**src/rtl/spi_slave_endpoint.sv**
```systemverilog
// SPI mode-3 responder: synchronizes sclk/cs_bar/mosi into clk, shifts one
// MSB-first word in and one buffered response word out per chip-select frame.
module spi_slave_endpoint #(
  parameter int DATA_WIDTH  = 16,
  parameter int SYNC_STAGES = 2
) (
  input  logic                  clk,
  input  logic                  reset,
  input  logic                  sclk,
  input  logic                  cs_bar,
  input  logic                  mosi,
  output logic                  miso,
  input  logic [DATA_WIDTH-1:0] tx_data,
  input  logic                  tx_load,
  output logic                  tx_ready,
  output logic [DATA_WIDTH-1:0] rx_data,
  output logic                  rx_valid,
  output logic                  tx_done,
  output logic                  frame_error
);

  localparam int CW = $clog2(DATA_WIDTH) + 1;
  localparam logic [CW-1:0] FULL = CW'(DATA_WIDTH);
  localparam logic [CW-1:0] LAST = CW'(DATA_WIDTH - 1);

  localparam logic [1:0] S_IDLE  = 2'd0;
  localparam logic [1:0] S_SHIFT = 2'd1;
  localparam logic [1:0] S_HOLD  = 2'd2;

  logic [SYNC_STAGES:0]   sclk_q;
  logic [SYNC_STAGES:0]   cs_q;
  logic [SYNC_STAGES-1:0] mosi_q;

  // sclk chain clears to its idle-high level so reset never fakes an edge;
  // cs chain clears low so a frame still open at reset lands in HOLD.
  always_ff @(posedge clk) begin
    if (reset) begin
      sclk_q <= '1;
      cs_q   <= '0;
      mosi_q <= '0;
    end else begin
      sclk_q <= {sclk_q[SYNC_STAGES-1:0], sclk};
      cs_q   <= {cs_q[SYNC_STAGES-1:0], cs_bar};
      mosi_q <= {mosi_q[SYNC_STAGES-2:0], mosi};
    end
  end

  logic sclk_s, sclk_p, cs_s, cs_p, mosi_s;
  logic sclk_rise, sclk_fall, cs_fall, cs_rise;

  assign sclk_s    = sclk_q[SYNC_STAGES-1];
  assign sclk_p    = sclk_q[SYNC_STAGES];
  assign cs_s      = cs_q[SYNC_STAGES-1];
  assign cs_p      = cs_q[SYNC_STAGES];
  assign mosi_s    = mosi_q[SYNC_STAGES-1];
  assign sclk_rise = sclk_s & ~sclk_p;
  assign sclk_fall = ~sclk_s & sclk_p;
  assign cs_fall   = ~cs_s & cs_p;
  assign cs_rise   = cs_s & ~cs_p;

  logic [1:0]            state_q, state_d;
  logic [CW-1:0]         cnt_q, cnt_d;
  logic [DATA_WIDTH-1:0] tx_sh_q, tx_sh_d;
  logic [DATA_WIDTH-1:0] rx_sh_q, rx_sh_d;
  logic [DATA_WIDTH-1:0] hold_q, hold_d;
  logic [DATA_WIDTH-1:0] rx_data_q, rx_data_d;
  logic                  tx_ready_q, tx_ready_d;
  logic                  miso_q, miso_d;
  logic                  ovr_q, ovr_d;
  logic                  rxv_q, rxv_d;
  logic                  txd_q, txd_d;
  logic                  ferr_q, ferr_d;

  always_comb begin
    state_d    = state_q;
    cnt_d      = cnt_q;
    tx_sh_d    = tx_sh_q;
    rx_sh_d    = rx_sh_q;
    hold_d     = hold_q;
    rx_data_d  = rx_data_q;
    tx_ready_d = tx_ready_q;
    miso_d     = miso_q;
    ovr_d      = ovr_q;
    rxv_d      = 1'b0;
    txd_d      = 1'b0;
    ferr_d     = 1'b0;

    if (tx_load && tx_ready_q) begin
      hold_d     = tx_data;
      tx_ready_d = 1'b0;
    end

    case (state_q)
      S_IDLE: begin
        miso_d = 1'b0;
        cnt_d  = '0;
        ovr_d  = 1'b0;
        if (cs_fall) begin
          state_d = S_SHIFT;
          rx_sh_d = '0;
          if (!tx_ready_q) begin
            tx_sh_d    = hold_q;
            tx_ready_d = 1'b1;
          end else begin
            tx_sh_d = '0;
            ferr_d  = 1'b1;
          end
        end else if (!cs_s) begin
          state_d = S_HOLD;
          ovr_d   = 1'b1;
        end
      end
      S_SHIFT: begin
        if (cnt_q == FULL) begin
          rx_data_d = rx_sh_q;
          rxv_d     = 1'b1;
          txd_d     = 1'b1;
          miso_d    = 1'b0;
          state_d   = S_HOLD;
        end else begin
          if (sclk_fall) begin
            miso_d  = tx_sh_q[DATA_WIDTH-1];
            tx_sh_d = tx_sh_q << 1;
          end
          if (sclk_rise) begin
            rx_sh_d = {rx_sh_q[DATA_WIDTH-2:0], mosi_s};
            cnt_d   = cnt_q + CW'(1);
          end
          // A cs_rise racing the last rise still completes the frame.
          if (cs_rise && !(sclk_rise && cnt_q == LAST)) begin
            ferr_d  = 1'b1;
            miso_d  = 1'b0;
            state_d = S_IDLE;
          end
        end
      end
      S_HOLD: begin
        miso_d = 1'b0;
        if (sclk_rise && !cs_s && !ovr_q) begin
          ferr_d = 1'b1;
          ovr_d  = 1'b1;
        end
        if (cs_s) state_d = S_IDLE;
      end
      default: state_d = S_IDLE;
    endcase
  end

  always_ff @(posedge clk) begin
    if (reset) begin
      state_q    <= S_IDLE;
      cnt_q      <= '0;
      tx_sh_q    <= '0;
      rx_sh_q    <= '0;
      hold_q     <= '0;
      rx_data_q  <= '0;
      tx_ready_q <= 1'b1;
      miso_q     <= 1'b0;
      ovr_q      <= 1'b0;
      rxv_q      <= 1'b0;
      txd_q      <= 1'b0;
      ferr_q     <= 1'b0;
    end else begin
      state_q    <= state_d;
      cnt_q      <= cnt_d;
      tx_sh_q    <= tx_sh_d;
      rx_sh_q    <= rx_sh_d;
      hold_q     <= hold_d;
      rx_data_q  <= rx_data_d;
      tx_ready_q <= tx_ready_d;
      miso_q     <= miso_d;
      ovr_q      <= ovr_d;
      rxv_q      <= rxv_d;
      txd_q      <= txd_d;
      ferr_q     <= ferr_d;
    end
  end

  assign miso        = miso_q;
  assign tx_ready    = tx_ready_q;
  assign rx_data     = rx_data_q;
  assign rx_valid    = rxv_q;
  assign tx_done     = txd_q;
  assign frame_error = ferr_q;

endmodule

```
**config.mk**
```make
export PLATFORM = sky130hd
export DESIGN_NAME = spi_slave_endpoint
export DESIGN_NICKNAME = d
export VERILOG_FILES = /design/src/rtl/spi_slave_endpoint.sv
export SDC_FILE = /design/constraint.sdc
export NUM_CORES = 1
export LEC_CHECK = 0
export BUFFER_PORTS_ARGS = -buffer_cell sky130_fd_sc_hd__buf_2
export CORE_MARGIN = 5
export CORE_UTILIZATION = 57
export CTS_CLUSTER_DIAMETER = 200
export DETAILED_ROUTE_END_ITERATION = 8
export HOLD_SLACK_MARGIN = 0.03
export MAX_ROUTING_LAYER = met4
export PLACE_DENSITY = 0.75
export SETUP_SLACK_MARGIN = 0.02
export SYNTH_ARGS = -nofsm -noshare
export SYNTH_HDL_FRONTEND = slang
export SYNTH_SLANG_ARGS = --single-unit
```
**constraint.sdc**
```tcl
create_clock -name clk -period 2.5 [get_ports clk]
set_clock_uncertainty 0.2 [all_clocks]
set_input_delay 0.25 -clock clk [delete_from_list [all_inputs] [get_ports clk]]
set_output_delay 0.25 -clock clk [all_outputs]
set_load 0.05 [all_outputs]
```
==> impl_metrics.json, run 1 <==
{
  "syn_to_final_growth_pct": 17.83,
  "cts_root_buf": "clkbuf_8",
  "maxCapViolCount": 0,
  "cp_top_family": "flip-flops",
  "htreeDepth": 3,
  "num_rows": 29,
  "slew_headroom_pct": 47.15,
  "hold_violations": 0,
  "synth.area.top_cells": "dfxtp_1, a21oi_1, nand3_1",
  "wl_met3_um": 291,
  "arrival_ns": 2.10,
  "grt_use_total_pct": 20.72,
  "syn_inst": 422,
  "fmax_mhz": 477.4,
  "routed.top_layer": "met4",
  "drc_errors": 0,
  "yosys_warnings": 0,
  "worstPathMaxFanout": 22,
  "cts_tree": "done",
  "drive_gt1_share_pct": 19.91,
  "setup.worst_path.start": "state_q[0]",
  "yosys.area.top_type_share_pct": 46.07,
  "vias": 3207,
  "multiInputGateArea_mm2": 0.001742,
  "wire_per_inst_um": 14.94,
  "dp_hpwl_um": 5075,
  "antennaDiodeCount": 0,
  "seqCellArea_mm2": 0.001682,
  "grt_max_degree": 42,
  "timing.rr.start": "state_q[0]",
  "critPathSlowestCell": "dfxtp_1",
  "rsz0062_at_grt": "no",
  "initial_core_util_pct": 58.14,
  "status": "finished, final reports clean",
  "wl_met1_um": 3710,
  "yosysTopAreaCell": "dfxtp_1",
  "cts_sinks": 84,
  "syn_area_mm2": 0.003650,
  "critPathBufInv": 0,
  "crit_path_end_kind": "register",
  "avgSynthCellArea_um2": 8.649,
  "clock_path_buffers": 2,
  "finalMaxSlewViolations": 0,
  "crit_type": "register to register",
  "p_leak_uw": 0.001489,
  "die_h_um": 90.02,
  "hp-class": "register to register",
  "io_buffers": 42,
  "synth_nets": 447,
  "setup_slack_ns": 0.4053,
  "wl_met2_um": 3983,
  "cellPowerDensity_mw_per_mm2": 605.6,
  "io_pins": 43,
  "drtIter0Drc": 252,
  "clk_latency_ns": 0.36,
  "dieArea_mm2": 0.008104,
  "fillers": 506,
  "crit_chain": "nor4bb_2 > a21o_2 > a311oi_1",
  "overflow": 0,
  "finalSetupViolations": 0,
  "post-route-util_pct": 68.51,
  "die_width_um": 90.02,
  "grt_pass1_vias": 3060,
  "p_total_uw": 2604,
  "ys_seq_elements": 84,
  "viasPerCell": 5.895,
  "critical-path-max-stage-delay_ns": 0.78,
  "ant_nets": 0,
  "cts_made_buffers": 9,
  "gp_congestion": 0.8661,
  "firstDrtPassIters": 4,
  "drt_wl_total_um": 8126,
  "timing.hold.ws_ns": 0.2239,
  "fp.coreArea_mm2": 0.006277,
  "place_ws_ns": 0.2962,
  "antenna_found_initial": 0,
  "yosysUniqueCellTypes": 40,
  "grt_pass1_wl_um": 13880,
  "path_clk_slew_ns": 0.08,
  "start_kind": "register",
  "period_needed_ns": 2.095,
  "min_from": "sclk_q[0]",
  "required_ns": 2.50,
  "yosysSeqAreaShare_pct": 46.07,
  "worstMarginPinSlew_ns": 0.7927,
  "ir_drop_v": 0.0004346,
  "finalCritPeriodShare_pct": 83.79,
  "fin_nets": 487,
  "tns_ns": 0
}
-- worst register-to-register path: cells and delay by family (launching register included) --
family           cells  cell delay, ns
AO/OA/AOI/OAI        2            0.60
flip-flops           1            0.78
AND/OR/NAND/NOR      1            0.37
-- cells in the mapped netlist --
| library cell | count |
|---|---|
| nand2_1 | 55 |
| a311oi_1 | 7 |
| inv_1 | 7 |
| buf_6 | 5 |
| nand4b_1 | 1 |
| nand3b_1 | 1 |
| ha_1 | 3 |
| nor3_1 | 1 |
| and2_1 | 1 |
| dfxtp_1 | 84 |
| a211oi_1 | 16 |
| nand4bb_1 | 2 |
| or4b_1 | 1 |
| nand2b_1 | 7 |
| nor4bb_1 | 4 |
| nor3b_1 | 1 |
| nor4b_4 | 1 |
| a31oi_1 | 5 |
| nand3_1 | 48 |
| o21ai_1 | 1 |
| o211ai_1 | 22 |
| and3b_1 | 1 |
| a21o_2 | 1 |
| buf_1 | 1 |
| nor2_1 | 6 |
| a32o_1 | 1 |
| clkbuf_1 | 22 |
| nand4_1 | 4 |
| or4_1 | 1 |
| buf_2 | 17 |
| o21ai_0 | 19 |
| clkbuf_2 | 1 |
| a311oi_2 | 9 |
| a21oi_1 | 51 |
| and3_1 | 1 |
| buf_4 | 1 |
| o32ai_1 | 1 |
| o31ai_1 | 1 |
| nor2b_1 | 8 |
| or2_2 | 3 |
-- cells in the final DEF (no fill, tap or decap), drive strengths merged, types with 2 or more instances in the layout --
cell,synthesis,routed
a31oi,5,5
a211oi,16,16
nand2b,7,7
nor4bb,4,4
ha,3,3
nand4bb,2,2
a21oi,51,51
dfxtp,84,84
o211ai,22,22
inv,7,10
or2,3,3
nor2,6,6
nand4,4,4
nand3,48,48
buf,24,57
nand2,55,55
clkbuf,23,11
a311oi,16,16
nor2b,8,8
o21ai,20,20
dlygate4sd3,0,19
-- area by class of cell --
class	count	share of cell area, %
clock inverter	5	1.513
multi-input combinational	284	40.50
inverter	7	0.6110
clock buffer	11	3.521
tap	77	2.240
sequential	84	39.10
timing repair buffer	76	12.51
-- per-layer routing --
metal	vias up	GRT usage [%]
li1	1611	-
met3	11	3.506
met2	67	34.21
met1	1518	24.91
met4	0	8.933
met5	-	-
-- per-stage QoR --
step | instance area, um^2 | instances
2_1_floorplan | 3650 | 422
3_3_place_gp | 3889 | 509
3_5_place_dp | 3889 | 509
4_1_cts | 4295 | 544
5_1_grt | 4300 | 544
6_report | 4300 | 544
-- logic make-up (layout without fill, tap and decap cells) --
group | after synthesis | after routing | synth area share, %
buffers and inverters | 54 | 99 | 7.302
AOI/OAI and AO/OA | 134 | 134 | 24.75
and+or+nand+nor | 147 | 147 | 20.84
DFF | 84 | 84 | 46.07
adders and majority gates | 3 | 3 | 1.029
-- power by group --
group | total [uW] | leakage [uW] | switching (uW) | internal, uW
clock network | 1040 | 0.000111 | 511 | 529
logic | 168 | 0.000696 | 94.1 | 74.4
registers | 1400 | 0.000682 | 26.1 | 1370
total | 2600 | 0.00149 | 632 | 1970
-- flip-flops by register name, indices dropped and copies added, names as in the netlist --
name,count
tx_ready,1
state_q,2
rx_sh_q,16
hold_q,16
miso,1
ovr_q,1
cnt_q,5
tx_done,1
rx_data,16
mosi_q,2
cs_q,3
sclk_q,3
frame_error,1
tx_sh_q,16
-- path summary, 6_finish.rpt --
path	endpoint	slack, ns	cells past startpoint
worst max-delay path	tx_sh_q[2]	0.41	3
worst min-delay path	sclk_q[1]	0.22	1
worst max register to register	tx_sh_q[2]	0.41	3
worst min register to register	sclk_q[1]	0.22	1
-- repair_timing --
action                                 CTS  global route
setup endpoints to repair                0             2
gates resized for setup                  0             1
endpoints found under the hold margin   19             0
hold buffers                            19             0
buffers inserted                         0             0
Power figures use the tool's default switching activity.
==> run 2, diff against run 1 <==
- ABC_AREA: default -> 1
- PLACE_DENSITY: 0.75 -> 0.76
- clock period: 2.5 -> 2.15 ns (I/O delays scaled with it)
==> run 2 against run 1 <==
Net effect: global-route usage up 1.1 points; clock-buffer cell count down 1; combinational power up 120%; sequential power up 22%; sequential cell count unchanged; cell area down 4.9%; wire length down 5.7%; highest routed layer unchanged.
==> impl_metrics.json, run 2 <==
{
  "gp_congestion": 0.8535,
  "grt_pass1_vias": 2909,
  "syn_to_final_growth_pct": 17.84,
  "synth_most_common_cell": "nand2_1",
  "synthSimpleGateAreaFrac_pct": 32.50,
  "grt-busiest-layer": "met2",
  "cellPowerDensity_mw_per_mm2": 781.2,
  "worstPathMaxFanout": 17,
  "ys_async_sr_fraction_pct": 0,
  "final_common_cell": "nand2_1",
  "crit_path_end_kind": "register",
  "met3_usage_pct": 4.139,
  "hp-class": "input port to register",
  "crit_end": "tx_sh_q[2]",
  "cts_sinks": 84,
  "cts_setup_buffers": 0,
  "synthTopCellsByCount": "nand2_1, nor2_1, dfxtp_1",
  "die_width_um": 88.05,
  "cts_tree": "done",
  "synth_flop_cell": "dfxtp_1",
  "finalCritPeriodShare_pct": 89.34,
  "final_cell_mix": "nand2_1, nor2_1, dfxtp_1",
  "firstDrtPassIters": 4,
  "ir_drop_v": 0.0004218,
  "yosysUniqueCellTypes": 29,
  "avgSynthCellArea_um2": 7.057,
  "syn_inst": 492,
  "drtIter0Drc": 201,
  "drt_wl_total_um": 7665,
  "viasPerCell": 4.984,
  "io_buffers": 42,
  "clock_path_buffers": 2,
  "initial_core_util_pct": 58.64,
  "synth-edff-count": 0,
  "clk_latency_ns": 0.36,
  "vias": 3115,
  "drc_errors": 0,
  "status": "finished, final reports clean",
  "cts_made_buffers": 9,
  "arrival_ns": 2.01,
  "dieArea_mm2": 0.007752,
  "finalMaxSlewViolations": 0,
  "overflow": 0,
  "yosys_warnings": 0,
  "crit_type": "register to register",
  "worstMarginPinSlew_ns": 0.3878,
  "die_h_um": 88.05,
  "maxCapViolCount": 0,
  "tns_ns": 0,
  "drive_gt1_share_pct": 14.55,
  "finalSetupViolations": 0,
  "dpl_cell_area_mm2": 0.003700,
  "r2r_end": "tx_sh_q[2]",
  "path_clk_slew_ns": 0.08,
  "wire_per_inst_um": 12.26,
  "p_leak_uw": 0.001810,
  "ys_seq_elements": 84,
  "antennaDiodeCount": 0,
  "timing.rr.start": "cnt_q[0]",
  "hold_violations": 0,
  "grt_pass1_wl_um": 12850,
  "cts_root_buf": "clkbuf_8",
  "rsz0062_at_grt": "no",
  "syn_area_mm2": 0.003472,
  "htreeDepth": 3,
  "ant_nets": 0,
  "fp.coreArea_mm2": 0.005921,
  "synth_fa_ha_area_share_pct": 1.081,
  "synth_top_family_by_area": "simple AND/OR/NAND/NOR gates",
  "num_rows": 28,
  "use_met1_pct": 25.16,
  "yosysSeqAreaShare_pct": 48.43,
  "yosys.area.top_type_share_pct": 48.43,
  "post-route-util_pct": 69.10,
  "synthMuxAreaShare_pct": 0,
  "grt_use_met2_pct": 36.44,
  "fmax_mhz": 520.6,
  "dp_hpwl_um": 4725,
  "period_needed_ns": 1.921,
  "required_ns": 2.24,
  "slew_headroom_pct": 74.12,
  "yosysTopAreaCell": "dfxtp_1",
  "synth_compound_area_share_pct": 10.70,
  "grt_use_total_pct": 21.86,
  "r2r_slack_ns": 0.23,
  "synth.area.top_cells": "dfxtp_1, nand2_1, nor2_1",
  "ff2ff_path_depth": 11,
  "grt_max_degree": 58,
  "io_pins": 43,
  "synth_nets": 517,
  "synth-xor-area-share_pct": 0,
  "setup.worst_path.start": "cnt_q[0]",
  "antenna_found_initial": 0,
  "fin_nets": 571,
  "fin_area_mm2": 0.004091,
  "start_kind": "register"
}
[run 2: worst min-delay path by stage]
| stage | startpoint | depth (start not counted) | end | slack, ns |
|---|---|---|---|---|
| 2_1_floorplan | sclk | 1 | sclk_q[0] | 0.12 |
| 3_3_place_gp | mosi_q[0] | 2 | mosi_q[1] | 0.19 |
| 3_5_place_dp | mosi_q[0] | 2 | mosi_q[1] | 0.19 |
| 4_1_cts | reset | 4 | sclk_q[2] | 0.10 |
| 5_1_grt | reset | 4 | sclk_q[2] | 0.13 |
| 6_report | reset | 4 | sclk_q[2] | 0.09 |
[run 2: power breakdown]
group / total [uW] / switching, uW / internal (uW) / leakage, uW
registers: 1710 / 62.7 / 1650 / 0.000687
clock network: 1110 / 554 / 556 / 0.0000979
logic: 373 / 230 / 143 / 0.00103
total: 3200 / 847 / 2350 / 0.00181
[run 2: cells by family (layout without fill, tap and decap cells)]
group                      Yosys count  after routing
adders and majority gates            3              3
AOI/OAI and AO/OA                   74             74
DFF                                 84             84
buffers and inverters               55            112
and+or+nand+nor                    276            277
[run 2: stage by stage]
stage / instances / hold WS [ns] / setup WS (ns) / total power (uW)
after floorplan: 492 / 0.1188 / 0.4640 / 2006
after global placement: 590 / 0.1886 / 0.2370 / 2069
after detailed placement: 590 / 0.1950 / 0.1571 / 2082
after CTS: 624 / 0.1029 / 0.1400 / 3191
after global routing: 625 / 0.1318 / 0.03553 / 3343
final: 625 / 0.09377 / 0.2293 / 3196
[run 2: area by class of cell]
| class | instances | area (um^2) |
|---|---|---|
| repair buffers | 68 | 465.4 |
| fillers | 508 | 1829 |
| inverters | 29 | 111.4 |
| clock buffers | 10 | 137.6 |
| clock inverters | 5 | 52.55 |
| multi-input cells | 354 | 1549 |
| flip-flops and latches | 84 | 1682 |
| well taps | 75 | 93.84 |
[run 2: critical path: stages, from the launching register on]
cell and delay, ns:
dfxtp_1 0.41, inv_1 0.06, ha_1 0.19, nand2_1 0.06, inv_1 0.07, nand2_2 0.11, nand2_1 0.10, nand2_2 0.09
nand2_4 0.12, inv_2 0.26, nor2_1 0.07, nor2_1 0.12
[run 2: what timing repair did]
item / CTS / global route
hold buffers: 19 / 0
setup endpoints to repair: 0 / 11
hold endpoints to repair: 19 / 0
gates resized for setup: 0 / 1
[run 2: metal layers]
layer | up-vias | wire length [um]
li1 | 1640 | -
met3 | 21 | 439
met4 | 0 | 194
met2 | 85 | 3629
met1 | 1369 | 3402
met5 | - | 0
==> run 3, diff against run 2 <==
- CORE_UTILIZATION: 57 -> 40
- PLACE_DENSITY: 0.76 -> 0.56
==> run 3 against run 2 <==
Net effect: cell count rose by 5.6%; cell area grew 1.7%; core utilization fell by 21 points; register-to-register slack barely moved; critical path type unchanged; largest cell class unchanged.
==> impl_metrics.json, run 3 (synthesis results as in run 2) <==
{
  "finalSetupViolations": 0,
  "dieArea_mm2": 0.01064,
  "hp-class": "input port to register",
  "required_ns": 2.24,
  "cts_root_buf": "clkbuf_8",
  "crit_type": "register to register",
  "holdPathStages": 3,
  "drive_gt1_share_pct": 14.86,
  "cts_tree": "done",
  "rsz0062_at_grt": "no",
  "drtIter0Drc": 165,
  "antennaDiodeCount": 0,
  "worstMarginPinSlew_ns": 0.4010,
  "cellPowerDensity_mw_per_mm2": 802.5,
  "hold_violations": 0,
  "grt_pass1_wl_um": 13300,
  "die_h_um": 103.2,
  "syn_to_final_growth_pct": 19.78,
  "p_leak_uw": 0.001819,
  "final_cell_mix": "nand2_1, nor2_1, dfxtp_1",
  "final_common_cell": "nand2_1",
  "min_from": "reset",
  "worstPathMaxFanout": 17,
  "slew_headroom_pct": 73.24,
  "num_rows": 34,
  "grt_pass1_vias": 2924,
  "clk_latency_ns": 0.36,
  "fillers": 901,
  "grt_max_degree": 42,
  "gp_congestion": 0.8241,
  "wire_per_inst_um": 11.52,
  "ir_drop_v": 0.0004228,
  "r2r_slack_ns": 0.24,
  "grt_use_total_pct": 16.03,
  "path_clk_slew_ns": 0.09,
  "htreeDepth": 3,
  "tns_ns": 0,
  "fin_cells": 660,
  "fp.coreArea_mm2": 0.008593,
  "fmax_mhz": 524.3,
  "drc_errors": 0,
  "cts_sinks": 84,
  "firstDrtPassIters": 4,
  "ant_nets": 0,
  "holdPathEnd": "mosi_q[0]",
  "vias": 3099,
  "timing.rr.start": "cnt_q[0]",
  "period_needed_ns": 1.907,
  "start_kind": "register",
  "clock_path_buffers": 2,
  "crit_path_end_kind": "register",
  "dp_cells": 624,
  "finalMaxSlewViolations": 0,
  "io_buffers": 42,
  "die_width_um": 103.2,
  "finalCritPeriodShare_pct": 88.71,
  "maxCapViolCount": 0,
  "viasPerCell": 4.695,
  "ff2ff_path_depth": 11,
  "drt_wl_total_um": 7606,
  "status": "finished, final reports clean",
  "dp_hpwl_um": 4987,
  "initial_core_util_pct": 40.40,
  "io_pins": 43,
  "arrival_ns": 2.00,
  "antenna_found_initial": 0,
  "fin_nets": 572,
  "r2r_end": "tx_sh_q[14]",
  "overflow": 0,
  "cts_made_buffers": 9
}
## run 3: cell count changes in the layout (fill, tap and decap cells not counted)
cell        change
buf_12          -1
buf_4           +2
bufinv_16       +1
clkbuf_8        -1
clkinv_2        -2
clkinvlp_4      +1
inv_6           +2
## run 3: per-layer routing
metal	share of wire, %	track usage, %	routed length, um	up-vias
met1	49	20.09	3690	1371
met2	45	25.06	3415	66
li1	-	-	-	1648
met5	0	-	0	-
met3	4.9	3.789	371	14
met4	1.7	6.076	129	0
## run 3: final cells by class
type	count	area, um^2	share of cell area, %
clock buffers	9	123.9	2.978
clock inverters	7	97.59	2.347
inverters	29	111.4	2.678
multi-input cells	354	1549	37.24
flip-flops and latches	84	1682	40.43
well taps	108	135.1	3.249
repair buffers	69	460.4	11.07
## run 3: worst max-delay path, stage by stage (launching register included)
cell     delay [ns]
dfxtp_1        0.41
inv_1          0.06
ha_1           0.19
nand2_1        0.06
inv_1          0.08
nand2_2        0.11
nand2_1        0.10
nand2_2        0.09
nand2_4        0.12
inv_2          0.26
nor2_1         0.07
nor2_1         0.10
## run 3: per-stage QoR
stage	area, um^2	setup WS, ns	power [uW]	utilization, %	hold WS (ns)
2_1_floorplan	3472	0.4640	2006	-	0.1188
3_3_place_gp	3736	0.2096	2076	43.48	0.1946
3_5_place_dp	3736	0.1586	2086	43.48	0.1943
4_1_cts	4148	0.1479	3369	48.27	0.1301
5_1_grt	4159	0.02584	3528	48.40	0.1484
6_report	4159	0.2427	3337	48.40	0.1380
## run 3: power breakdown
part | leakage [uW] | internal, uW | switching, uW
logic | 0.00103 | 141 | 230
clock network | 0.000106 | 660 | 595
registers | 0.000687 | 1650 | 60.8
## run 3: worst max path at each step
stage / cells past startpoint / slack, ns / to / startpoint
floorplan: 11 / 0.46 / tx_sh_q[10] / cnt_q[0]
global placement: 10 / 0.21 / rx_sh_q[3] / cnt_q[0]
detailed placement: 10 / 0.16 / rx_sh_q[3] / cnt_q[0]
CTS: 10 / 0.15 / rx_sh_q[3] / cnt_q[0]
global route: 11 / 0.03 / tx_sh_q[7] / cnt_q[0]
finish: 11 / 0.24 / tx_sh_q[14] / cnt_q[0]
## run 3: what timing repair did
item                       in CTS  in global routing
hold endpoints to repair       19                  0
setup endpoints to repair       0                 13
gates resized for setup         0                  1
buffers inserted                0                  0
hold buffers                   19                  0
